==> config.mk <==
export PLATFORM = sky130hd
export DESIGN_NAME = rom_port_arbiter_flat
export DESIGN_NICKNAME = d
export VERILOG_FILES = /design/src/rtl/rom_port_arbiter_if.sv /design/src/rtl/rom_port_arbiter.sv /design/src/flat_wrapper.sv
export SDC_FILE = /design/constraint.sdc
export NUM_CORES = 1
export LEC_CHECK = 0
export BUFFER_PORTS_ARGS = -buffer_cell sky130_fd_sc_hd__buf_2
export CAP_MARGIN = 20
export CELL_PAD_IN_SITES_DETAIL_PLACEMENT = 0
export CELL_PAD_IN_SITES_GLOBAL_PLACEMENT = 1
export CORE_ASPECT_RATIO = 0.9
export CORE_MARGIN = 2
export CORE_UTILIZATION = 37
export CTS_CLUSTER_SIZE = 40
export DETAILED_ROUTE_END_ITERATION = 10
export PLACE_DENSITY_LB_ADDON = 0.25
export SLEW_MARGIN = 20
export SYNTH_ARGS = -nofsm -noshare
export SYNTH_HDL_FRONTEND = slang
export SYNTH_SLANG_ARGS = --single-unit
export TNS_END_PERCENT = 1
==> constraint.sdc <==
create_clock -name clk_i -period 2.5 [get_ports clk_i]
set_clock_uncertainty 0.2 [all_clocks]
set_input_delay 0.125 -clock clk_i [delete_from_list [all_inputs] [get_ports clk_i]]
set_output_delay 0.125 -clock clk_i [all_outputs]
set_load 0.01 [all_outputs]
==> src/rtl/rom_port_arbiter_if.sv <==
// rom_port_arbiter_if
// Bundles the two requester read ports and the ROM read port that
// rom_port_arbiter shares between the VGA pixel fetcher and the NPU tile loader.
//
// Signals
//   vga_req/vga_addr    VGA read request and address (held until granted)
//   vga_gnt             VGA read accepted this cycle
//   vga_valid/vga_data  VGA read data, one-cycle valid pulse
//   npu_*               same set for the NPU tile loader
//   mem_addr/mem_q      ROM address out, ROM data back
//   vga_miss            VGA request denied this cycle (forced NPU slot)
//   starve_cnt          NPU starvation count (debug)
//
// Modports
//   slave   arbiter side
//   master  requesters + ROM side (testbench / system)
interface rom_port_arbiter_if #(
  parameter int ADDR_W = 18,
  parameter int DATA_W = 8
);
  logic              vga_req;
  logic [ADDR_W-1:0] vga_addr;
  logic              vga_gnt;
  logic              vga_valid;
  logic [DATA_W-1:0] vga_data;

  logic              npu_req;
  logic [ADDR_W-1:0] npu_addr;
  logic              npu_gnt;
  logic              npu_valid;
  logic [DATA_W-1:0] npu_data;

  logic [ADDR_W-1:0] mem_addr;
  logic [DATA_W-1:0] mem_q;

  logic              vga_miss;
  logic [3:0]        starve_cnt;

  modport slave (
    input  vga_req, vga_addr, npu_req, npu_addr, mem_q,
    output vga_gnt, vga_valid, vga_data,
    output npu_gnt, npu_valid, npu_data,
    output mem_addr, vga_miss, starve_cnt
  );

  modport master (
    output vga_req, vga_addr, npu_req, npu_addr, mem_q,
    input  vga_gnt, vga_valid, vga_data,
    input  npu_gnt, npu_valid, npu_data,
    input  mem_addr, vga_miss, starve_cnt
  );
endinterface

==> src/rtl/rom_port_arbiter.sv <==
// rom_port_arbiter
// Shares one read port of the source-image ROM between the VGA pixel fetcher
// and the NPU tile loader. VGA has priority; after MAX_STARVE consecutive
// denied NPU cycles the NPU is forced to win one slot. Read data is steered
// back to the issuing requester through a {valid, owner} tag pipeline, so a
// grant at cycle t gives a valid pulse at t+READ_LAT+1.
//
// Ports
//   clk_i   system clock
//   rst_i   synchronous reset, active-high
//   bus     rom_port_arbiter_if.slave (requester ports, ROM port, debug)
//
// Parameters
//   ADDR_W      ROM address width
//   DATA_W      pixel width
//   READ_LAT    ROM cycles from address to q (1..4)
//   MAX_STARVE  denied NPU cycles before the NPU is forced to win (1..15)
module rom_port_arbiter #(
  parameter int ADDR_W     = 18,
  parameter int DATA_W     = 8,
  parameter int READ_LAT   = 1,
  parameter int MAX_STARVE = 4
) (
  input logic                clk_i,
  input logic                rst_i,
  rom_port_arbiter_if.slave  bus
);

  if (READ_LAT < 1 || READ_LAT > 4) begin : g_bad_lat
    $error("rom_port_arbiter: READ_LAT must be 1..4");
  end
  if (MAX_STARVE < 1 || MAX_STARVE > 15) begin : g_bad_starve
    $error("rom_port_arbiter: MAX_STARVE must be 1..15");
  end

  localparam logic [3:0] STARVE_MAX = 4'(MAX_STARVE);

  logic [3:0]        starve_q, starve_d;
  logic [ADDR_W-1:0] mem_addr_q, mem_addr_d;

  // tag_v_q[i]/tag_o_q[i]: read issued i+1 cycles ago, owner 1 = NPU
  logic [READ_LAT-1:0] tag_v_q;
  logic [READ_LAT-1:0] tag_o_q;

  logic              vga_valid_q, npu_valid_q;
  logic [DATA_W-1:0] vga_data_q, npu_data_q;

  logic force_npu;
  logic vga_gnt;
  logic npu_gnt;
  logic any_gnt;
  logic ret_v;
  logic ret_npu;

  // Arbitration: VGA first unless the NPU has been denied MAX_STARVE times
  // in a row while both are requesting.
  always_comb begin
    force_npu = bus.vga_req & bus.npu_req & (starve_q == STARVE_MAX);
    vga_gnt   = bus.vga_req & ~force_npu;
    npu_gnt   = bus.npu_req & (~bus.vga_req | force_npu);
    any_gnt   = vga_gnt | npu_gnt;
  end

  // Address mux falls back to the last granted address so the ROM input
  // stays stable between reads.
  always_comb begin
    mem_addr_d = mem_addr_q;
    if (vga_gnt) begin
      mem_addr_d = bus.vga_addr;
    end else if (npu_gnt) begin
      mem_addr_d = bus.npu_addr;
    end
  end

  always_comb begin
    starve_d = 4'd0;
    if (bus.npu_req && !npu_gnt) begin
      starve_d = (starve_q == STARVE_MAX) ? starve_q : starve_q + 4'd1;
    end
  end

  // Oldest tag lines up with mem_q for the read it describes.
  always_comb begin
    ret_v   = tag_v_q[READ_LAT-1];
    ret_npu = tag_o_q[READ_LAT-1];
  end

  always_ff @(posedge clk_i) begin
    if (rst_i) begin
      starve_q    <= 4'd0;
      mem_addr_q  <= '0;
      tag_v_q     <= '0;
      tag_o_q     <= '0;
      vga_valid_q <= 1'b0;
      npu_valid_q <= 1'b0;
      vga_data_q  <= '0;
      npu_data_q  <= '0;
    end else begin
      starve_q   <= starve_d;
      mem_addr_q <= mem_addr_d;

      tag_v_q[0] <= any_gnt;
      tag_o_q[0] <= npu_gnt;
      for (int i = 1; i < READ_LAT; i++) begin
        tag_v_q[i] <= tag_v_q[i-1];
        tag_o_q[i] <= tag_o_q[i-1];
      end

      vga_valid_q <= ret_v & ~ret_npu;
      npu_valid_q <= ret_v & ret_npu;
      if (ret_v && !ret_npu) begin
        vga_data_q <= bus.mem_q;
      end
      if (ret_v && ret_npu) begin
        npu_data_q <= bus.mem_q;
      end
    end
  end

  assign bus.vga_gnt    = vga_gnt;
  assign bus.npu_gnt    = npu_gnt;
  assign bus.mem_addr   = mem_addr_d;
  assign bus.vga_miss   = force_npu;
  assign bus.starve_cnt = starve_q;
  assign bus.vga_valid  = vga_valid_q;
  assign bus.npu_valid  = npu_valid_q;
  assign bus.vga_data   = vga_data_q;
  assign bus.npu_data   = npu_data_q;

endmodule
==> src/flat_wrapper.sv <==
// flat-port wrapper written by rule: the top's interface ports become plain ports
module rom_port_arbiter_flat 
#(
  parameter int ADDR_W     = 18,
  parameter int DATA_W     = 8,
  parameter int READ_LAT   = 1,
  parameter int MAX_STARVE = 4
)
  (clk_i, rst_i, bus_vga_req, bus_vga_addr, bus_npu_req, bus_npu_addr, bus_mem_q, bus_vga_gnt, bus_vga_valid, bus_vga_data, bus_npu_gnt, bus_npu_valid, bus_npu_data, bus_mem_addr, bus_vga_miss, bus_starve_cnt);
  rom_port_arbiter_if #(.ADDR_W(ADDR_W), .DATA_W(DATA_W)) bus_i ();
  input logic clk_i;
  input logic rst_i;
  input wire logic [$bits(bus_i.vga_req)-1:0] bus_vga_req;
  input wire logic [$bits(bus_i.vga_addr)-1:0] bus_vga_addr;
  input wire logic [$bits(bus_i.npu_req)-1:0] bus_npu_req;
  input wire logic [$bits(bus_i.npu_addr)-1:0] bus_npu_addr;
  input wire logic [$bits(bus_i.mem_q)-1:0] bus_mem_q;
  output wire logic [$bits(bus_i.vga_gnt)-1:0] bus_vga_gnt;
  output wire logic [$bits(bus_i.vga_valid)-1:0] bus_vga_valid;
  output wire logic [$bits(bus_i.vga_data)-1:0] bus_vga_data;
  output wire logic [$bits(bus_i.npu_gnt)-1:0] bus_npu_gnt;
  output wire logic [$bits(bus_i.npu_valid)-1:0] bus_npu_valid;
  output wire logic [$bits(bus_i.npu_data)-1:0] bus_npu_data;
  output wire logic [$bits(bus_i.mem_addr)-1:0] bus_mem_addr;
  output wire logic [$bits(bus_i.vga_miss)-1:0] bus_vga_miss;
  output wire logic [$bits(bus_i.starve_cnt)-1:0] bus_starve_cnt;
  assign bus_i.vga_req = bus_vga_req;
  assign bus_i.vga_addr = bus_vga_addr;
  assign bus_i.npu_req = bus_npu_req;
  assign bus_i.npu_addr = bus_npu_addr;
  assign bus_i.mem_q = bus_mem_q;
  assign bus_vga_gnt = bus_i.vga_gnt;
  assign bus_vga_valid = bus_i.vga_valid;
  assign bus_vga_data = bus_i.vga_data;
  assign bus_npu_gnt = bus_i.npu_gnt;
  assign bus_npu_valid = bus_i.npu_valid;
  assign bus_npu_data = bus_i.npu_data;
  assign bus_mem_addr = bus_i.mem_addr;
  assign bus_vga_miss = bus_i.vga_miss;
  assign bus_starve_cnt = bus_i.starve_cnt;
  rom_port_arbiter #(.ADDR_W(ADDR_W), .DATA_W(DATA_W), .READ_LAT(READ_LAT), .MAX_STARVE(MAX_STARVE)) u_core (.clk_i(clk_i), .rst_i(rst_i), .bus(bus_i));
endmodule
==> flow_metrics.env, run 1 <==
export IMPL_final_net_count=391
export IMPL_cts_tree="done"
export IMPL_avgSynthCellArea_um2=9.22
export IMPL_maxSlewViolCount=0
export IMPL_io_buffers=90
export IMPL_drv_cap=0
export IMPL_ff_latch_area_um2=841
export IMPL_crit_path_end_kind="output pin"
export IMPL_insertion_delay_ns=0.29
export IMPL_die_w_um=83.3
export IMPL_dieArea_mm2=0.00628
export IMPL_first_global_vias=1775
export IMPL_ios=91
export IMPL_dr_pass1_iters=4
export IMPL_fillers=501
export IMPL_grt_usage_pct=16.7
export IMPL_min_period_ns=2.31
export IMPL_core_area_mm2=0.00535
export IMPL_netlist_area_mm2=0.00209
export IMPL_setup_ws_ns=0.189
export IMPL_slew_headroom_pct=65.6
export IMPL_drt_vias_per_instance=4.74
export IMPL_rsz0062_at_grt="false"
export IMPL_dpl_worst_slack_ns=0.382
export IMPL_period_share_pct=92.5
export IMPL_p_per_area_mw_per_mm2=563
export IMPL_clock_path_buffers=2
export IMPL_netlist_area_leader_share_pct=40.2
export IMPL_vias=1937
export IMPL_status="complete, no violations"
export IMPL_ys_warn_count=0
export IMPL_final_cells=409
export IMPL_post_place_cells=369
export IMPL_synth_cells=227
export IMPL_numClockSinks=42
export IMPL_wl_per_cell_um=12.6
export IMPL_grt_max_degree=41
export IMPL_multi_input_area_mm2=0.00105
export IMPL_numCtsBuffers=5
export IMPL_worstSetupStartpointType="register"
export IMPL_grt_pass1_wl_um=8310
export IMPL_hold_path_class="in2reg"
export IMPL_tightest_slew_ns=0.515
export IMPL_ys_types=27
export IMPL_overflow=0
export IMPL_required_ns=2.17
export IMPL_drt_iter0_drc=54
export IMPL_place_gp_congestion=0.700
export IMPL_fin_util_pct=55.8
export IMPL_grt_antenna_before_repair=0
export IMPL_ir_worst_vdd_mv=0.330
export IMPL_hold_violations=0
export IMPL_drcViolationCount=0
export IMPL_crit_type="reg2out"
export IMPL_diodes=0
export IMPL_area_delta_synth_final_pct=42.6
export IMPL_cts_root_buffer="clkbuf_8"
export IMPL_synth_nets=277
export IMPL_clk_pin_slew_ns=0.08
export IMPL_drive_above_1_share_pct=38.0
export IMPL_finalWirelength_um=5150
export IMPL_ys_ff_latch=42
export IMPL_die_y_um=75.4
export IMPL_ant_nets=0
export IMPL_yosysSeqAreaShare_pct=40.2
export IMPL_dp_hpwl_um=3420
export IMPL_synthTopCellsByArea="dfxtp_1, a221oi_4, a211oi_1"
export IMPL_start_util_pct=39.1
export IMPL_synth_top_area_cell="dfxtp_1"
export IMPL_setup_viol=0
export IMPL_cp_arrival_ns=1.99
export IMPL_p_leak_nw=1.34
export IMPL_row_count=25
export IMPL_fmax_mhz=433
export IMPL_fin_tns_setup_ns=0
export IMPL_ctsHtreeMaxLevel=2
export IMPL_worstPathMaxFanout=10
[repair_timing]
action,CTS,global route
resized for setup,0,1
hold buffers,26,0
hold endpoints to repair,34,0
setup endpoints to repair,0,5
buffers inserted,0,6
[critical path, cell delays in order (launching register included)]
cell and delay [ns]:
dfxtp_1 0.35, inv_1 0.06, ha_1 0.23, nand4b_4 0.21, buf_4 0.26, a221oi_1 0.36, a21oi_1 0.06, buf_2 0.15
[cell type report]
class	instances	area share (%)
Clock buffer	6	2.77
Clock inverter	2	2.01
Inverter	22	2.77
Multi-Input combinational cell	144	35.2
Sequential cell	42	28.2
Tap cell	67	2.81
Timing Repair Buffer	126	26.3
[registers in the layout (all words and copies together) (netlist names)]
signal                 count
u_core.bus.vga_valid       1
u_core.bus.vga_data        8
u_core.ret_npu             1
u_core.mem_addr_q         18
u_core.ret_v               1
u_core.bus.npu_data        8
u_core.bus.starve_cnt      4
u_core.bus.npu_valid       1
[cells in the final DEF (no fill, tap or decap), types with 7 or more instances in the layout]
master          n
buf_4          10
dlygate4sd3_1  26
a221oi_4        7
nor2b_1        20
dfxtp_1        42
a211oi_1       18
nor2_1          8
nand3_1         9
a21oi_2         9
a221oi_1        7
a21oi_1        25
buf_2          90
nand2_1        27
inv_1          22
[cell usage after synthesis, drive strengths merged]
master	number
ha	2
nor2	8
a221oi	18
nor3	1
clkbuf	7
nand3	9
a311o	1
xnor2	2
buf	12
a211oi	18
nand2	27
nand4b	1
a21oi	34
nor3b	1
dfxtp	42
and2	1
inv	22
nand2b	1
nor2b	20
[layer usage]
layer	wire length, um	GRT usage [%]
met1	2400	21.1
met2	2310	27.5
met3	365	5.20
met4	72	6.01
met5	0	0
[final timing paths]
| kind | from | slack [ns] | to | cells after the start |
|---|---|---|---|---|
| setup / recovery | u_core.bus.starve_cnt[0] | 0.19 | bus_mem_addr[0] | 7 |
| hold / removal | bus_npu_addr[1] | 0.03 | u_core.mem_addr_q[1] | 3 |
| setup reg to reg | u_core.bus.starve_cnt[0] | 0.61 | u_core.mem_addr_q[0] | 6 |
| hold reg to reg | u_core.bus.npu_data[1] | 0.25 | u_core.bus.npu_data[1] | 2 |
[report_power, final]
group,leakage (nW),total [mW],internal [mW],switching (mW)
combinational,0.923,0.301,0.147,0.154
sequential,0.346,0.718,0.703,0.0144
clock,0.0714,0.662,0.426,0.236
[through the flow]
step | cell area [um2] | power (mW) | hold WS, ns
final | 2990 | 1.68 | 0.0326
after global routing | 2990 | 1.76 | 0.0336
after CTS | 2930 | 1.70 | 0.0298
after detailed placement | 2530 | 1.00 | 0.190
after global placement | 2530 | 1.00 | 0.188
after floorplan | 2090 | 0.908 | 0.0610
[cell families (layout without fill, tap and decap cells)]
group,Yosys count,count (layout),synth area share [%]
flip-flops,42,42,40.2
AND/OR/NAND/NOR,69,69,16.9
AO/OA/AOI/OAI,71,71,31.0
XOR/XNOR,2,2,0.837
buffers and inverters,41,156,9.98
adder cells (fa/ha/maj),2,2,1.20
Note: power is estimated with default switching activity, not from simulation.
==> run 2, diff against run 1 <==
- SLEW_MARGIN: 20 -> 0
- clock period: 2.5 -> 2.8 ns (I/O delays scaled with it)
==> run 2 against run 1 <==
Against the previous run: die area stayed put; global-route usage is 0.30 points lower; register-to-register slack better by 0.17 ns; worst hold slack better by 0.0092 ns; non-clock buffer count is 7 lower; flip-flop and latch count stayed put; critical endpoint unchanged; largest power group unchanged.
==> flow_metrics.env, run 2 (synthesis gave the netlist of run 1 again) <==
export IMPL_status="complete, no violations"
export IMPL_worstSetupStartpointType="register"
export IMPL_first_global_vias=1845
export IMPL_p_per_area_mw_per_mm2=444
export IMPL_vias=1903
export IMPL_drcViolationCount=0
export IMPL_numCtsBuffers=5
export IMPL_insertion_delay_ns=0.28
export IMPL_cts_resized=0
export IMPL_required_ns=2.46
export IMPL_hold_violations=0
export IMPL_ctsHtreeMaxLevel=2
export IMPL_ios=91
export IMPL_clk_pin_slew_ns=0.08
export IMPL_drt_vias_per_instance=4.75
export IMPL_fmax_mhz=409
export IMPL_io_buffers=90
export IMPL_place_gp_congestion=0.728
export IMPL_row_count=25
export IMPL_cp_arrival_ns=2.10
export IMPL_cts_tree="done"
export IMPL_wl_per_cell_um=12.5
export IMPL_dr_pass1_iters=4
export IMPL_grt_usage_pct=16.4
export IMPL_ir_worst_vdd_mv=0.314
export IMPL_drt_iter0_drc=70
export IMPL_worstPathMaxFanout=13
export IMPL_overflow=0
export IMPL_largest_reg_flops=18
export IMPL_hold_path_class="in2reg"
export IMPL_tightest_slew_ns=0.755
export IMPL_rsz0062_at_grt="false"
export IMPL_die_y_um=75.4
export IMPL_start_util_pct=39.1
export IMPL_setup_viol=0
export IMPL_crit_path_end_kind="output pin"
export IMPL_final_net_count=384
export IMPL_area_delta_synth_final_pct=36.8
export IMPL_final_cell_mix="buf_2, dfxtp_1, nand2_1"
export IMPL_dieArea_mm2=0.00628
export IMPL_numClockSinks=42
export IMPL_grt_pass1_wl_um=8310
export IMPL_die_w_um=83.3
export IMPL_period_share_pct=87.2
export IMPL_core_area_mm2=0.00535
export IMPL_p_leak_nw=1.28
export IMPL_final_common_cell="buf_2"
export IMPL_finalWirelength_um=5020
export IMPL_drive_above_1_share_pct=36.2
export IMPL_fin_tns_setup_ns=0
export IMPL_cts_root_buffer="clkbuf_8"
export IMPL_diodes=0
export IMPL_regMostFlops="u_core.mem_addr_q"
export IMPL_clock_path_buffers=2
export IMPL_dp_hpwl_um=3350
export IMPL_min_period_ns=2.44
export IMPL_crit_type="reg2out"
export IMPL_grt_antenna_before_repair=0
export IMPL_drv_cap=0
export IMPL_grt_max_degree=41
export IMPL_slew_headroom_pct=49.6
export IMPL_ant_nets=0
export IMPL_fin_util_pct=53.5
export IMPL_maxSlewViolCount=0
-- run 2: cell count changes in the layout (fill, tap and decap cells not counted), sizes merged --
cell    change
buf         -7
bufinv      -2
clkinv      +2
clkbuf      -1
-- run 2: path summary, 6_finish.rpt --
check,cells after the start,slack (ns),startpoint,to
worst max-delay path,7,0.36,u_core.bus.starve_cnt[0],bus_mem_addr[0]
worst min-delay path,3,0.04,bus_npu_addr[11],u_core.mem_addr_q[11]
worst max register to register,6,0.78,u_core.bus.starve_cnt[0],u_core.mem_addr_q[0]
worst min register to register,2,0.25,u_core.bus.vga_data[4],u_core.bus.vga_data[4]
-- run 2: timing repair --
| action | 4_1_cts | 5_1_grt |
|---|---|---|
| setup buffers | 0 | 0 |
| hold endpoints to repair | 34 | 0 |
| hold buffers | 26 | 0 |
-- run 2: per-stage QoR --
| stage | worst slack, ns | std cells | power, mW | hold WS [ns] | instance area [um2] |
|---|---|---|---|---|---|
| 2_1_floorplan | 1.00 | 227 | 0.811 | 0.0760 | 2090 |
| 3_3_place_gp | 0.675 | 368 | 0.895 | 0.201 | 2520 |
| 3_5_place_dp | 0.654 | 368 | 0.896 | 0.206 | 2520 |
| 4_1_cts | 0.323 | 401 | 1.29 | 0.0414 | 2860 |
| 5_1_grt | 0.193 | 401 | 1.34 | 0.0514 | 2860 |
| 6_report | 0.357 | 401 | 1.27 | 0.0418 | 2860 |
-- run 2: where the power goes --
part | internal, mW | switching (mW)
clock | 0.167 | 0.197
sequential | 0.628 | 0.0127
combinational | 0.130 | 0.138
-- run 2: layout make-up --
cell class | count | area, um2
Tap cell | 67 | 83.8
Multi-Input combinational cell | 144 | 1040
Sequential cell | 42 | 841
Clock inverter | 2 | 10.0
Fill cell | 504 | 2490
Inverter | 22 | 82.6
Timing Repair Buffer | 119 | 733
Clock buffer | 5 | 68.8
-- run 2: per-layer routing --
metal | vias to the layer above | track usage [%] | part of all wire [%]
met3 | 2 | 3.90 | 5.3
met1 | 842 | 22.1 | 50
met2 | 58 | 27.2 | 44
met4 | 0 | 3.83 | 0.38
li1 | 1001 | - | -
met5 | - | 0 | 0
-- run 2: worst max-delay path: stages (launching register included) --
cell and delay, ns:
dfxtp_1 0.35, inv_1 0.07, ha_1 0.22, nand4b_4 0.30, buf_4 0.30, a221oi_1 0.34
a21oi_1 0.07, buf_2 0.16
